### config.mk
export PLATFORM = sky130hd
export DESIGN_NAME = dma_rc_rx
export DESIGN_NICKNAME = d
export VERILOG_FILES = /design/src/rtl/dma_rc_rx.sv
export SDC_FILE = /design/constraint.sdc
export NUM_CORES = 1
export LEC_CHECK = 0
export ABC_CLOCK_PERIOD_IN_PS = 2100
export BUFFER_PORTS_ARGS = -buffer_cell sky130_fd_sc_hd__buf_4
export CAP_MARGIN = 0
export CORE_AREA = 2 2 156 158
export DETAILED_ROUTE_END_ITERATION = 8
export DIE_AREA = 0 0 158 160
export SLEW_MARGIN = 25
export SYNTH_ARGS = -nofsm -noshare
export SYNTH_HDL_FRONTEND = slang
export SYNTH_SLANG_ARGS = --single-unit
export TNS_END_PERCENT = 5
### constraint.sdc
create_clock -name clk -period 2.1 [get_ports clk]
set_input_delay 0.105 -clock clk [delete_from_list [all_inputs] [get_ports clk]]
set_output_delay 0.105 -clock clk [all_outputs]
set_load 0.005 [all_outputs]
### src/rtl/dma_rc_rx.sv
// -----------------------------------------------------------------------------
// dma_rc_rx
//
// Receive side of the DMA engine. Takes PCIe Requester Completion (RC) packets
// from the integrated block's 128-bit AXI4-Stream master. It removes the 3-DW
// completion descriptor and shifts the payload down by one DW so that payload
// DW0 lands in bits [31:0]. The realigned payload goes to the DMA
// read-completion consumer through a single output register, together with
// per-packet sideband taken from the descriptor.
//
// Parameters:
//   ERR_CNT_W          width of the saturating erroneous-packet counter
//
// Ports:
//   clk                sole clock
//   rst                synchronous active-high reset
//   m_axis_rc_tdata    RC beat data (beat 0: DW0-2 descriptor, DW3 payload DW0)
//   m_axis_rc_tuser    RC sideband, not used by the parser
//   m_axis_rc_tkeep    per-DW valid
//   m_axis_rc_tlast    last beat of the packet
//   m_axis_rc_tvalid   beat valid
//   m_axis_rc_tready   beat accept
//   dma_cpl_data       realigned payload
//   dma_cpl_keep       per-DW valid, contiguous from bit 0
//   dma_cpl_last       last payload beat of the packet
//   dma_cpl_valid      output beat valid
//   dma_cpl_ready      consumer accept
//   dma_cpl_tag        descriptor tag          [71:64]
//   dma_cpl_byte_cnt   descriptor byte count   [28:16]
//   dma_cpl_addr_lo    descriptor address low  [11:0]
//   dma_cpl_status     descriptor status       [45:43]
//   dma_cpl_req_done   descriptor request done [30]
//   dma_cpl_err        packet error flag (error code, status or poison)
//   err_cnt            saturating count of erroneous packets
// -----------------------------------------------------------------------------
module dma_rc_rx #(
    parameter int ERR_CNT_W = 16
) (
    input  logic                 clk,
    input  logic                 rst,

    input  logic [127:0]         m_axis_rc_tdata,
    input  logic [74:0]          m_axis_rc_tuser,
    input  logic [3:0]           m_axis_rc_tkeep,
    input  logic                 m_axis_rc_tlast,
    input  logic                 m_axis_rc_tvalid,
    output logic                 m_axis_rc_tready,

    output logic [127:0]         dma_cpl_data,
    output logic [3:0]           dma_cpl_keep,
    output logic                 dma_cpl_last,
    output logic                 dma_cpl_valid,
    input  logic                 dma_cpl_ready,

    output logic [7:0]           dma_cpl_tag,
    output logic [12:0]          dma_cpl_byte_cnt,
    output logic [11:0]          dma_cpl_addr_lo,
    output logic [2:0]           dma_cpl_status,
    output logic                 dma_cpl_req_done,
    output logic                 dma_cpl_err,
    output logic [ERR_CNT_W-1:0] err_cnt
);

    // Parser states
    localparam logic [1:0] S_IDLE  = 2'd0;
    localparam logic [1:0] S_BODY  = 2'd1;
    localparam logic [1:0] S_FLUSH = 2'd2;

    localparam logic [ERR_CNT_W-1:0] ERR_ONE = {{(ERR_CNT_W-1){1'b0}}, 1'b1};

    // Parser state and the one-DW realignment register
    logic [1:0]           r_state;
    logic [31:0]          r_held;
    logic                 r_hv;

    // Output register
    logic [127:0]         r_data;
    logic [3:0]           r_keep;
    logic                 r_last;
    logic                 r_valid;

    // Per-packet sideband, captured from the descriptor on beat 0
    logic [7:0]           r_tag;
    logic [12:0]          r_byte_cnt;
    logic [11:0]          r_addr_lo;
    logic [2:0]           r_status;
    logic                 r_req_done;
    logic                 r_err;
    logic [ERR_CNT_W-1:0] r_err_cnt;

    // Combinational control
    logic                 w_out_free;
    logic                 w_tready;
    logic                 w_accept;
    logic                 w_beat0_accept;
    logic                 w_desc_err;
    logic                 w_load;
    logic [127:0]         w_load_data;
    logic [3:0]           w_load_keep;
    logic                 w_load_last;
    logic [1:0]           w_next_state;
    logic [31:0]          w_next_held;
    logic                 w_next_hv;
    logic                 w_unused_tuser;

    // tuser carries nothing the parser needs; folding it keeps it visibly
    // consumed without affecting any output.
    assign w_unused_tuser = ^m_axis_rc_tuser;

    // The output register can take a new beat when it is empty or when its
    // current beat is being drained in this same cycle.
    assign w_out_free = ~r_valid | dma_cpl_ready;

    // No input beats are taken while the trailing flush DW is pending, since
    // that cycle uses the output register for the held DW only.
    assign w_tready       = ~rst & (r_state != S_FLUSH) & w_out_free;
    assign w_accept       = m_axis_rc_tvalid & w_tready;
    assign w_beat0_accept = w_accept & (r_state == S_IDLE);

    // Error code, completion status and poisoned bit all mark a packet bad.
    assign w_desc_err = (|m_axis_rc_tdata[15:12]) |
                        (|m_axis_rc_tdata[45:43]) |
                        m_axis_rc_tdata[46];

    // Realignment datapath and parser next-state. Every body beat shifts by
    // one DW: the DW held from the previous beat becomes output DW0 and the
    // top DW of the current beat is held for the next output.
    always_comb begin
        w_load       = 1'b0;
        w_load_data  = '0;
        w_load_keep  = '0;
        w_load_last  = 1'b0;
        w_next_state = r_state;
        w_next_held  = r_held;
        w_next_hv    = r_hv;

        case (r_state)
            S_IDLE: begin
                if (w_accept) begin
                    if (m_axis_rc_tlast) begin
                        // Single-beat packet: at most one payload DW exists
                        w_load      = 1'b1;
                        w_load_data = {96'b0, m_axis_rc_tdata[127:96]};
                        w_load_keep = {3'b0, m_axis_rc_tkeep[3]};
                        w_load_last = 1'b1;
                        w_next_hv   = 1'b0;
                    end else begin
                        w_next_held  = m_axis_rc_tdata[127:96];
                        w_next_hv    = m_axis_rc_tkeep[3];
                        w_next_state = S_BODY;
                    end
                end
            end

            S_BODY: begin
                if (w_accept) begin
                    w_load      = 1'b1;
                    w_load_data = {m_axis_rc_tdata[95:0], r_held};
                    w_load_keep = {m_axis_rc_tkeep[2:0], r_hv};
                    w_next_held = m_axis_rc_tdata[127:96];
                    w_next_hv   = m_axis_rc_tkeep[3];
                    if (m_axis_rc_tlast) begin
                        // A valid top DW on the last beat spills into one
                        // more output beat, so this one cannot be last.
                        if (m_axis_rc_tkeep[3]) begin
                            w_load_last  = 1'b0;
                            w_next_state = S_FLUSH;
                        end else begin
                            w_load_last  = 1'b1;
                            w_next_hv    = 1'b0;
                            w_next_state = S_IDLE;
                        end
                    end
                end
            end

            S_FLUSH: begin
                if (w_out_free) begin
                    w_load       = 1'b1;
                    w_load_data  = {96'b0, r_held};
                    w_load_keep  = 4'b0001;
                    w_load_last  = 1'b1;
                    w_next_hv    = 1'b0;
                    w_next_state = S_IDLE;
                end
            end

            default: begin
                w_next_state = S_IDLE;
                w_next_hv    = 1'b0;
            end
        endcase
    end

    // Parser state and realignment register. Reset drops any partial packet
    // so the next accepted beat is parsed as a fresh beat 0.
    always_ff @(posedge clk) begin
        if (rst) begin
            r_state <= S_IDLE;
            r_held  <= '0;
            r_hv    <= 1'b0;
        end else begin
            r_state <= w_next_state;
            r_held  <= w_next_held;
            r_hv    <= w_next_hv;
        end
    end

    // Single-stage output register. It only loads when free, and clears its
    // valid when the consumer drains it with nothing new behind it.
    always_ff @(posedge clk) begin
        if (rst) begin
            r_data  <= '0;
            r_keep  <= '0;
            r_last  <= 1'b0;
            r_valid <= 1'b0;
        end else if (w_load) begin
            r_data  <= w_load_data;
            r_keep  <= w_load_keep;
            r_last  <= w_load_last;
            r_valid <= 1'b1;
        end else if (dma_cpl_ready) begin
            r_valid <= 1'b0;
        end
    end

    // Sideband is captured only on beat-0 accept. Beat 0 is accepted only
    // when the previous packet's final output is leaving the register (or
    // already gone), so these values never change under a pending beat of
    // an older packet.
    always_ff @(posedge clk) begin
        if (rst) begin
            r_tag      <= '0;
            r_byte_cnt <= '0;
            r_addr_lo  <= '0;
            r_status   <= '0;
            r_req_done <= 1'b0;
            r_err      <= 1'b0;
        end else if (w_beat0_accept) begin
            r_tag      <= m_axis_rc_tdata[71:64];
            r_byte_cnt <= m_axis_rc_tdata[28:16];
            r_addr_lo  <= m_axis_rc_tdata[11:0];
            r_status   <= m_axis_rc_tdata[45:43];
            r_req_done <= m_axis_rc_tdata[30];
            r_err      <= w_desc_err;
        end
    end

    // Erroneous-packet counter: one count per bad packet, taken at beat 0,
    // holding at all-ones once saturated.
    always_ff @(posedge clk) begin
        if (rst) begin
            r_err_cnt <= '0;
        end else if (w_beat0_accept && w_desc_err && (r_err_cnt != '1)) begin
            r_err_cnt <= r_err_cnt + ERR_ONE;
        end
    end

    assign m_axis_rc_tready = w_tready;
    assign dma_cpl_data     = r_data;
    assign dma_cpl_keep     = r_keep;
    assign dma_cpl_last     = r_last;
    assign dma_cpl_valid    = r_valid;
    assign dma_cpl_tag      = r_tag;
    assign dma_cpl_byte_cnt = r_byte_cnt;
    assign dma_cpl_addr_lo  = r_addr_lo;
    assign dma_cpl_status   = r_status;
    assign dma_cpl_req_done = r_req_done;
    assign dma_cpl_err      = r_err;
    assign err_cnt          = r_err_cnt;

endmodule

== Yosys cells after proc, flatten, opt, wreduce, memory -nomap -nowiden ==
Cells that the tools add are included.

* Register bits after elaboration: 223
* Latch bits: 0
* Bits in writable memories: 0
* Memory bits (read-only): 0
* Input bits: 212
* Output and inout port bits: 189
* Word-level logic and storage cells: 82
* Memories: 0

* Add/subtract/negate cells: 1
* $mul: 0
* Div/mod/pow operators: 0
* Order comparisons: 0
* Equal/unequal tests: 9
* Shift-type cells: 0
* Muxes and demuxes: 39
* Bitwise logic cells: 9
* Reductions and logical operators: 10

{| class="wikitable"
|+ Operators by type and width
! cell !! number
|-
| $pmux W128 S3 || 1
|-
| $mux W32 || 6
|-
| $mux W128 || 1
|-
| $pmux W32 S2 || 1
|-
| $mux W1 || 18
|-
| $add A16 B1 Y16 const B || 1
|-
| $ne A16 B16 Y1 const B || 1
|-
| $mux W2 || 6
|-
| $ne A2 B2 Y1 const B || 6
|-
| $pmux W4 S3 || 1
|-
| $pmux W1 S3 || 3
|-
| $pmux W2 S3 || 1
|-
| $reduce_and A5 Y1 || 1
|-
| $and A1 B1 Y1 || 4
|-
| $mux W4 || 1
|-
| $reduce_and A4 Y1 || 1
|-
| $reduce_bool A2 Y1 || 2
|-
| $reduce_or A4 Y1 || 1
|-
| $or A1 B1 Y1 || 3
|-
| $reduce_and A3 Y1 || 1
|-
| $reduce_or A3 Y1 || 1
|-
| $eq A2 B1 Y1 const B || 1
|-
| $eq A2 B2 Y1 const B || 1
|-
| $logic_and A1 B1 Y1 || 2
|-
| 2 further kinds || 3
|}

== Logic depth before layout (Yosys ltp) ==
Gate-level depths: netlist (run 1).

* Depth after elaboration: 7
* Gate-level depth with buffers: 9
* Mapped depth without buffers: 5

== Least setup slack after synthesis (run 1) ==
OpenSTA, ideal clock, no wires.

* Path kind: reg2reg
* Start: reg r_err_cnt[0] (netlist: err_cnt[0])
* End: reg r_err_cnt[3] (netlist: err_cnt[3])
* Setup time: 101 ps
* Arrival time: 1,656 ps
* Required time: 1,999 ps
* Setup slack: 344 ps
* Cell stages (with the launch flop): 8
* Path buffers: 2
* Clock period less this slack: 1,756 ps
* Cell sequence: dfxtp_1 -> ha_1 -> clkbuf_1 -> nand4_1 -> nor4_2 -> buf_2 -> o311ai_0 -> o41ai_1

* Longest elaborated chain between the ends: 2
* Elaborated cells between the ends (all ways): 3
* Classes of those cells: 1 x add/sub; 1 x eq/ne; 1 x reduce/logical

{| class="wikitable"
|+ Ends and longest elaborated chain
! item !! line !! source
|-
| start: declaration || 89 || <nowiki>logic [ERR_CNT_W-1:0] r_err_cnt;</nowiki>
|-
| start signal: assignment || 255 || <nowiki>r_err_cnt <= r_err_cnt + ERR_ONE;</nowiki>
|-
| parallel branches: the longest is 2 deep, another holds $add A16 B1 Y16 || - ||
|}

Parallel ways; which one is timed is not known.
A chain may end at the register's enable or synchronous reset.

== Worst setup path after layout (run 1) ==
* Start: reg r_state[0]
* End: reg r_err_cnt[6] (netlist: err_cnt[6])

* Longest elaborated chain between the ends: 7
* Elaborated cells between the ends (all ways): 8
* Classes of those cells: 1 x eq/ne; 4 x bitwise; 3 x reduce/logical

{| class="wikitable"
|+ Ends and longest elaborated chain
! item !! line !! source
|-
| start: declaration || 72 || <nowiki>logic [1:0] r_state;</nowiki>
|-
| start signal: assignment || 203 || <nowiki>r_state <= w_next_state;</nowiki>
|-
| $ne A2 B2 Y1 || 116 || <nowiki>assign w_tready = ~rst & (r_state != S_FLUSH) & w_out_free;</nowiki>
|-
| $and A1 B1 Y1 (2 in series) || 116 ||
|-
| $and A1 B1 Y1 || 117 || <nowiki>assign w_accept = m_axis_rc_tvalid & w_tready;</nowiki>
|-
| $and A1 B1 Y1 * || 118 || <nowiki>assign w_beat0_accept = w_accept & (r_state == S_IDLE);</nowiki>
|-
| $logic_and A1 B1 Y1 * (2 in series) || 254 || <nowiki>end else if (w_beat0_accept && w_desc_err && (r_err_cnt != '1)) begin</nowiki>
|}

Mark *: on every way between the ends. The rest lies on a longest branch, timed or not.

==> results of run 1 <==
-- critical path: cells and delay by family (launching register included) --
| family | cells | cell delay [ns] |
|---|---|---|
| AO/OA/AOI/OAI | 1 | 0.13 |
| buffers and inverters | 1 | 0.34 |
| flip-flops | 1 | 0.32 |
| AND/OR/NAND/NOR | 4 | 1.02 |
-- per-stage QoR --
| stage | power, mW | area (um2) | utilization (%) | hold slack [ns] |
|---|---|---|---|---|
| finish | 9.555 | 12880 | 54.07 | 0.07752 |
| global route | 9.960 | 12880 | 54.07 | 0.1133 |
| CTS | 9.682 | 12880 | 54.07 | 0.06738 |
| detailed placement | 5.275 | 10770 | 45.20 | 0.3469 |
| global placement | 5.268 | 10770 | 45.20 | 0.3410 |
| floorplan | 4.802 | 7999 | - | 0.2410 |
-- where the power goes --
part | switching (mW) | internal, mW | total, mW | leakage (nW)
logic | 0.449 | 0.547 | 0.996 | 3.17
registers | 0.0581 | 4.34 | 4.40 | 1.81
clock network | 1.70 | 2.46 | 4.16 | 0.379
-- cell type report --
cell class	instances	area [um2]	share of cell area, %
clock buffers	39	718.2	5.576
clock inverters	5	53.80	0.4177
inverters	7	26.28	0.2040
multi-input cells	592	3207	24.90
flip-flops and latches	223	4464	34.66
well taps	324	405.4	3.147
repair buffers	480	4005	31.10
-- cell families after synthesis --
family	count (synthesis)	share of synthesized area [%]
buf+inv	85	4.364
compound gates	238	20.76
flops	223	55.81
mux	3	0.3911
simple gates	350	18.52
fa+ha+maj	1	0.1564
-- flip-flops by register name, summed over array words and instances, names as in the netlist, 3 cells and up --
| signal | flops |
|---|---|
| dma_cpl_keep | 4 |
| dma_cpl_status | 3 |
| dma_cpl_tag | 8 |
| err_cnt | 16 |
| dma_cpl_addr_lo | 12 |
| dma_cpl_byte_cnt | 13 |
| dma_cpl_data | 128 |
| r_held | 32 |
-- routing by layer --
| layer | up-vias | track usage (%) | wire (um) | part of all wire [%] |
|---|---|---|---|---|
| met1 | 3876 | 24.31 | 11110 | 41 |
| met2 | 304 | 34.43 | 12840 | 47 |
| met3 | 58 | 6.567 | 2619 | 9.6 |
| li1 | 4051 | - | - | - |
| met4 | 0 | 6.306 | 726 | 2.7 |
| met5 | - | 0 | 0 | 0 |
-- worst max path at each step --
stage,start,end,slack [ns],cells past startpoint
after floorplan,err_cnt[0],err_cnt[3],0.34,7
after global placement,r_state[1],err_cnt[6],0.26,6
after detailed placement,r_state[0],err_cnt[6],0.23,6
after CTS,r_state[0],err_cnt[6],0.20,6
after global routing,r_state[1],dma_cpl_data[99],0.08,6
final,r_state[0],err_cnt[6],0.22,6
-- what timing repair did --
action,in CTS,in global routing
hold endpoints to repair,205,0
buffers inserted,0,0
hold buffers,134,0
-- cell usage in the layout, fill, tap and decap left out, types with 2 or more instances in the layout --
master         Yosys  final
o31ai_1            2      2
and2_1             3      3
dlygate4sd3_1      0    134
nand3_1            8      7
clkbuf_8           0      4
a21oi_1           83     83
buf_12             0      5
o41ai_1            4      4
a22oi_1           99     99
nand4_1            4      4
o21ai_0            6      6
nor3_1             5      5
nor2b_1            5      5
nor4_1             5      5
clkinv_2           0      3
clkbuf_16          0     25
nor2_1           144    143
buf_4              0    340
dfxtp_1          223    223
or3_1              4      4
mux2i_1            2      2
nand2_1          151    151
a222oi_1          32     32
o311ai_0           5      5
or4_1              4      4
inv_1              7      7
nand3_2            1      2
nor4b_1            3      3
nand2b_1           3      3
clkbuf_1          49     10
==> results.txt, run 1 <==
----------------------------------------------------
[Outcome]
  Status ... finished, final reports clean

[Worst hold path]
  Startpoint of the tightest hold check path ... rst
  Hold endpoint ... dma_cpl_err
  Hold/Removal Path Class ... in2reg
  Number of stages on the worst hold path ... 5

[STA]
  Final Skew ... 0.009848 ns
  Worst setup slack after layout ... 0.2164 ns
  Slew HR ... 48.32%
  Count of pins over their slew limit ... 0
  Part of the cycle the worst path needs ... 89.70%
  Min Tclk post-route ... 1.884 ns
  Final Setup Violations ... 0
  Setup repair after global routing missed its margin ... false
  Final hold violation count ... 0
  Setup TNS ... 0 ns
  Achievable frequency ... 530.9 MHz
  Pin slew with the least headroom to its limit ... 0.7752 ns

[Global routing]
  Wire length of the first global-routing pass ... 42.17 mm
  Sum of overflow across all layers after global routing ... 0
  Maximum number of pins on one net before global-route repair ... 162
  Vias in the first global route ... 8,180
  Global routing usage summed across all routing layers ... 20.30%
  Antenna violations before repair ... 0

[Setup path]
  Longest individual stage delay on the worst path ... 0.37 ns
  Critical Path Sink Type ... flop
  Reg2reg path depth ... 6
  Required arrival time at the worst endpoint ... 2.54 ns
  End of the worst register-to-register path ... err_cnt[6]
  Worst reg2reg path startpoint ... r_state[0]
  Reg-to-reg setup timing slack ... 0.22 ns
  CP arrival ... 2.33 ns
  Critical path launch point type ... flop
  Critical path peak fanout ... 25
  Worst-path cell with the longest stage delay ... or3_1
  CP Class ... reg2reg
  Cell Chain, Critical Path ... nor2_1 > and3_2 > buf_4 > nand4_1 > or3_1 > a21oi_1

[CTS]
  Post-cts sizing count ... 0
  Maximum buffer depth of the clock tree ... 3
  H-Tree Level Count ... 1
  CTS root buf ... clkbuf_16
  Clock-pin slew on the worst setup and hold paths ... 0.06 ns
  TritonCTS clock tree ... done
  TritonCTS Buffers ... 25
  Worst skew pair latency ... 0.52 ns
  Clk sinks ... 223

[Detailed routing]
  Vias/cell ... 4.963
  Via count ... 8,289
  Number of search-and-repair iterations in the first detailed-routing pass ... 7
  1st-iter DRT viols ... 590
  Wire length per cell ... 16.34 um
  Post-route antenna net violation count ... 0
  Routed wire length ... 27.29 mm
  Residual DRC count ... 0

[Synthesis]
  Count of different cell masters after synthesis ... 44
  Register area share after synthesis ... 55.81%
  Mapped Area ... 0.007999 mm2
  Most repeated cell in the gate-level netlist after synthesis ... dfxtp_1
  Synthesis warning total ... 0
  Area share of the largest cell type after synthesis ... 55.81%
  Asr flop ratio synth ... 0%
  Top post-synthesis cells by area ... dfxtp_1, a22oi_1, nand2_1, nor2_1, a21oi_1
  Leading cell types by count after synthesis ... dfxtp_1, nand2_1, nor2_1, a22oi_1, a21oi_1
  Main flop type after synthesis ... dfxtp_1
  Cells after Synth ... 900
  Net count after synthesis ... 1,113
  Post-synth EDFFs ... 0
  Post-synthesis sequential element count ... 223
  Mean area per synthesized cell ... 8.888 um2
  Post-synth top area cell ... dfxtp_1

[Place]
  Port buffer count ... 325
  Instance count after placement with tap cells included ... 1,492
  Setup slack at placement ... 0.2303 ns
  Routability Congestion ... 0.7896
  Post-DP HPWL ... 16.93 mm

[Die]
  Placement Rows ... 57
  Number of placed I/O pins ... 401
  Overall die area ... 0.02528 mm2
  Horiz. Die Dim ... 158 um
  Initial Util ... 33.58%
  Die outline height ... 160 um
  Core Box Area ... 0.02382 mm2

[Layout]
  Fraction of layout cells with a size suffix above 1 ... 29.20%
  Final non-filler cell total ... 1,670
  Syn-to-layout area delta ... 61.02%
  Filler cell count ... 2,240
  N_diodes ... 0
  Final nets ... 1,542

[Power and ir drop]
  LEAKAGE ... 5.358 nW
  Power per cell area ... 741.8 mW/mm2
  IR drop worst, VDD ... 0.0004956 V

[Flow run]
  Max_cap viols ... 0

----------------------------------------------------
No activity file was read; power rests on OpenSTA's default activity.
==> run 2: changes to the inputs <==
--- a/config.mk
+++ b/config.mk
@@ -8,9 +8,9 @@
 export ABC_CLOCK_PERIOD_IN_PS = 2100
 export BUFFER_PORTS_ARGS = -buffer_cell sky130_fd_sc_hd__buf_4
 export CAP_MARGIN = 0
-export CORE_AREA = 2 2 156 158
+export CORE_AREA = 2 2 158 160
 export DETAILED_ROUTE_END_ITERATION = 8
-export DIE_AREA = 0 0 158 160
+export DIE_AREA = 0 0 160 162
 export SLEW_MARGIN = 25
 export SYNTH_ARGS = -nofsm -noshare
 export SYNTH_HDL_FRONTEND = slang
==> results.txt, run 2 (synthesized netlist as in run 1, its figures left out) <==
----------------------------------------------------
[Outcome]
  Status ... finished, final reports clean

[Global routing]
  Sum of overflow across all layers after global routing ... 0
  Vias in the first global route ... 8,236
  Wire length of the first global-routing pass ... 42.79 mm
  Antenna violations before repair ... 0
  Global routing usage summed across all routing layers ... 19.92%
  Maximum number of pins on one net before global-route repair ... 77

[Flow run]
  Max_cap viols ... 0

[STA]
  Final Skew ... 0.01588 ns
  Slew HR ... 45.60%
  Min Tclk post-route ... 1.899 ns
  Setup TNS ... 0 ns
  Final Setup Violations ... 0
  Count of pins over their slew limit ... 0
  Worst setup slack after layout ... 0.2011 ns
  Achievable frequency ... 526.6 MHz
  Pin slew with the least headroom to its limit ... 0.8160 ns
  Setup repair after global routing missed its margin ... false
  Worst hold margin ... 0.07800 ns
  Part of the cycle the worst path needs ... 90.42%
  Final hold violation count ... 0

[CTS]
  Maximum buffer depth of the clock tree ... 3
  Clock-pin slew on the worst setup and hold paths ... 0.06 ns
  Setup Fix Bufs, Post-CTS ... 0
  Clk sinks ... 223
  H-Tree Level Count ... 1
  CTS root buf ... clkbuf_16
  TritonCTS Buffers ... 25
  TritonCTS clock tree ... done
  Worst skew pair latency ... 0.52 ns

[Detailed routing]
  Post-route antenna net violation count ... 0
  Residual DRC count ... 0
  Via count ... 8,353
  Number of search-and-repair iterations in the first detailed-routing pass ... 5
  Vias/cell ... 4.975
  Wire length per cell ... 16.28 um
  Routed wire length ... 27.34 mm
  1st-iter DRT viols ... 770

[Layout]
  Final nets ... 1,549
  Most common library cell in the layout ignoring fill and taps ... buf_4
  Flip-flop count of the largest register, all copies and words added ... 128
  Syn-to-layout area delta ... 63.68%
  Core occupancy in the finished layout ... 54.31%
  Post-Layout Inst Area ... 0.01309 mm2
  Final non-filler cell total ... 1,679
  Fraction of layout cells with a size suffix above 1 ... 30.26%
  N_diodes ... 0
  Most used cells in the layout excluding fill and tap cells ... buf_4, dfxtp_1, nand2_1

[Die]
  Core Box Area ... 0.02411 mm2
  Initial Util ... 33.18%
  Overall die area ... 0.02592 mm2
  Die outline height ... 162 um
  Horiz. Die Dim ... 160 um
  Placement Rows ... 57
  Number of placed I/O pins ... 401

[Place]
  Instance count after placement with tap cells included ... 1,500
  Routability Congestion ... 0.8134
  Placement-stage cell area ... 0.01084 mm2
  Post-DP HPWL ... 17.44 mm
  Setup slack at placement ... 0.1971 ns
  Port buffer count ... 325

[Setup path]
  CP Class ... reg2reg
  Critical path launch point type ... flop
  Worst-path cell with the longest stage delay ... dfxtp_1
  Longest individual stage delay on the worst path ... 0.39 ns
  Critical Path Sink Type ... flop
  Required arrival time at the worst endpoint ... 2.49 ns
  Cell Chain, Critical Path ... ha_1 > nand4_1 > nor4_2 > buf_4 > nor4_1 > mux2_2
  CP arrival ... 2.29 ns
  Critical path peak fanout ... 8

[Worst hold path]
  Hold/Removal Path Class ... in2reg

[Power and ir drop]
  PnR Total Power ... 10.16 mW
  Power per cell area ... 776.0 mW/mm2
  LEAKAGE ... 5.469 nW
  IR drop worst, VDD ... 0.0007408 V

----------------------------------------------------
==> run 2: layer usage <==
metal / global-route usage [%] / wire (um) / part of all wire, %
met5: 0 / 0 / 0
met4: 6.102 / 699 / 2.6
met3: 5.490 / 2121 / 7.8
met2: 34.42 / 13130 / 48
met1: 24.24 / 11390 / 42
==> run 2: critical path, delay by kind of cell (launching register included) <==
| kind | cells | cell delay, ns |
|---|---|---|
| adder cells (fa/ha/maj) | 1 | 0.39 |
| AND/OR/NAND/NOR | 3 | 0.55 |
| flip-flops | 1 | 0.39 |
| buffers and inverters | 1 | 0.19 |
| multiplexers | 1 | 0.27 |
==> run 2: final timing paths <==
| check | from | endpoint | slack [ns] | cells after the start |
|---|---|---|---|---|
| worst min register to register | r_held[26] | r_held[26] | 0.45 | 2 |
| worst max register to register | err_cnt[1] | err_cnt[5] | 0.20 | 6 |
| worst max-delay path | err_cnt[1] | err_cnt[5] | 0.20 | 6 |
| worst min-delay path | rst | dma_cpl_data[3] | 0.08 | 3 |
==> run 2: report_power, final <==
| group | switching (mW) | internal [mW] | total (mW) | leakage, nW |
|---|---|---|---|---|
| combinational | 0.461 | 0.558 | 1.02 | 3.21 |
| clock | 1.75 | 2.99 | 4.75 | 0.454 |
| sequential | 0.0553 | 4.34 | 4.39 | 1.81 |
| total | 2.27 | 7.89 | 10.2 | 5.47 |
==> run 2: layout make-up <==
cell class / count / area [um2]
Inverter: 7 / 26.28
Clock buffer: 37 / 760.7
Tap cell: 324 / 405.4
Sequential cell: 223 / 4464
Timing Repair Buffer: 487 / 4068
Clock inverter: 9 / 152.6
Fill cell: 2167 / 11010
Multi-Input combinational cell: 592 / 3216
==> run 2: repair_timing <==
item                       4_1_cts  5_1_grt
hold endpoints to repair       203        0
setup endpoints to repair        0        1
hold buffers                   133        0
gates resized for setup          0        1
==> run 3: changes to the inputs <==
--- a/config.mk
+++ b/config.mk
@@ -9,6 +9,7 @@
 export BUFFER_PORTS_ARGS = -buffer_cell sky130_fd_sc_hd__buf_4
 export CAP_MARGIN = 0
 export CORE_AREA = 2 2 158 160
+export CTS_BUF_LIST = sky130_fd_sc_hd__clkbuf_4 sky130_fd_sc_hd__clkbuf_8
 export DETAILED_ROUTE_END_ITERATION = 8
 export DIE_AREA = 0 0 160 162
 export SLEW_MARGIN = 25
==> results.txt, run 3 (synthesized netlist as in run 1, its figures left out) <==
----------------------------------------------------
[Setup path]
  Reg-to-reg setup timing slack ... 0.19 ns
  CP Class ... reg2reg
  Worst reg2reg path startpoint ... r_state[1]
  Critical path launch point type ... flop
  Critical path peak fanout ... 11
  CP arrival ... 2.37 ns
  Reg2reg path depth ... 6
  Required arrival time at the worst endpoint ... 2.56 ns
  End of the worst register-to-register path ... err_cnt[4]
  Critical Path Sink Type ... flop

[CTS]
  Setup Fix Bufs, Post-CTS ... 0
  TritonCTS clock tree ... done
  Post-cts sizing count ... 0
  H-Tree Level Count ... 2
  Clk sinks ... 223
  CTS root buf ... clkbuf_8
  # hold bufs at CTS ... 133
  Clock-pin slew on the worst setup and hold paths ... 0.06 ns
  Worst skew pair latency ... 0.52 ns
  Maximum buffer depth of the clock tree ... 3
  TritonCTS Buffers ... 41

[Worst hold path]
  Number of stages on the worst hold path ... 4
  Hold endpoint ... dma_cpl_valid
  Hold/Removal Path Class ... in2reg
  Startpoint of the tightest hold check path ... dma_cpl_ready

[Layout]
  N_diodes ... 0
  Post-Layout Inst Area ... 0.01309 mm2
  Flip-flop count of the largest register, all copies and words added ... 128
  Most common library cell in the layout ignoring fill and taps ... buf_4
  Syn-to-layout area delta ... 63.68%
  Fraction of layout cells with a size suffix above 1 ... 31.94%
  Final nets ... 1,565
  Most used cells in the layout excluding fill and tap cells ... buf_4, dfxtp_1, nand2_1

[Global routing]
  Global routing usage summed across all routing layers ... 20.07%
  Vias in the first global route ... 8,335
  Wire length of the first global-routing pass ... 42.96 mm
  Sum of overflow across all layers after global routing ... 0
  Antenna violations before repair ... 0
  Maximum number of pins on one net before global-route repair ... 77

[STA]
  Final Setup Violations ... 0
  Part of the cycle the worst path needs ... 91.04%
  Achievable frequency ... 523.1 MHz
  Setup TNS ... 0 ns
  Setup repair after global routing missed its margin ... false
  Pin slew with the least headroom to its limit ... 0.8078 ns
  Slew HR ... 46.15%
  Min Tclk post-route ... 1.912 ns
  Final Skew ... 0.01510 ns
  Worst hold margin ... 0.06896 ns
  Final hold violation count ... 0
  Count of pins over their slew limit ... 0
  Worst setup slack after layout ... 0.1882 ns

[Die]
  Overall die area ... 0.02592 mm2
  Horiz. Die Dim ... 160 um
  Core Box Area ... 0.02411 mm2
  Number of placed I/O pins ... 401
  Initial Util ... 33.18%
  Placement Rows ... 57
  Die outline height ... 162 um

[Place]
  Post-DP HPWL ... 17.44 mm
  Port buffer count ... 325
  Routability Congestion ... 0.8134
  Setup slack at placement ... 0.1971 ns
  Placement-stage cell area ... 0.01084 mm2

[Detailed routing]
  1st-iter DRT viols ... 747
  Wire length per cell ... 15.96 um
  Residual DRC count ... 0
  Post-route antenna net violation count ... 0
  Number of search-and-repair iterations in the first detailed-routing pass ... 5
  Vias/cell ... 4.946
  Routed wire length ... 27.26 mm
  Via count ... 8,448

[Flow run]
  Max_cap viols ... 0

[Outcome]
  Status ... finished, final reports clean

[Power and ir drop]
  IR drop worst, VDD ... 0.0004403 V
  PnR Total Power ... 9.871 mW
  LEAKAGE ... 5.505 nW
  Power per cell area ... 753.9 mW/mm2

----------------------------------------------------
-- run 3: critical path, cell delays in order, from the launching register on --
cell and delay, ns:
dfxtp_1 0.30, nor2_1 0.17, and3_2 0.38, nand2_1 0.21
buf_4 0.21, or4_1 0.49, nand2_1 0.09
-- run 3: where the power goes --
part           leakage (nW)  total [mW]  switching [mW]  internal (mW)
clock network         0.489        4.46            1.77           2.69
logic                  3.21        1.02           0.459          0.557
registers              1.81        4.39          0.0544           4.34
total                  5.50        9.87            2.29           7.59
-- run 3: how the worst max path moves through the flow --
stage               startpoint         end  slack (ns)  depth (start not counted)
global placement    r_state[1]  err_cnt[4]        0.22                          6
detailed placement  r_state[1]  err_cnt[4]        0.20                          6
floorplan           err_cnt[0]  err_cnt[3]        0.34                          7
CTS                 r_state[1]  err_cnt[4]        0.17                          6
finish              r_state[1]  err_cnt[4]        0.19                          6
global route        r_state[1]  err_cnt[4]        0.02                          6
-- run 3: area by class of cell --
cell class	instances	area, um2
clock inverter	7	62.56
timing repair buffer	487	4068
multi-input combinational	592	3212
inverter	7	26.28
fill	2194	11010
clock buffer	68	854.6
tap	324	405.4
sequential	223	4464
-- run 3: layer usage --
metal  share of wire, %  up-vias  GRT usage (%)
met5                  0        -              0
met1                 42     3969          24.07
met4                2.4        0          6.593
met2                 48      319          34.65
met3                7.7       53          5.873
li1                   -     4107              -
-- run 3: stage by stage --
stage,instances,utilization (%)
floorplan,900,-
global route,1708,54.31
global placement,1500,44.99
finish,1708,54.31
detailed placement,1500,44.99
CTS,1708,54.31
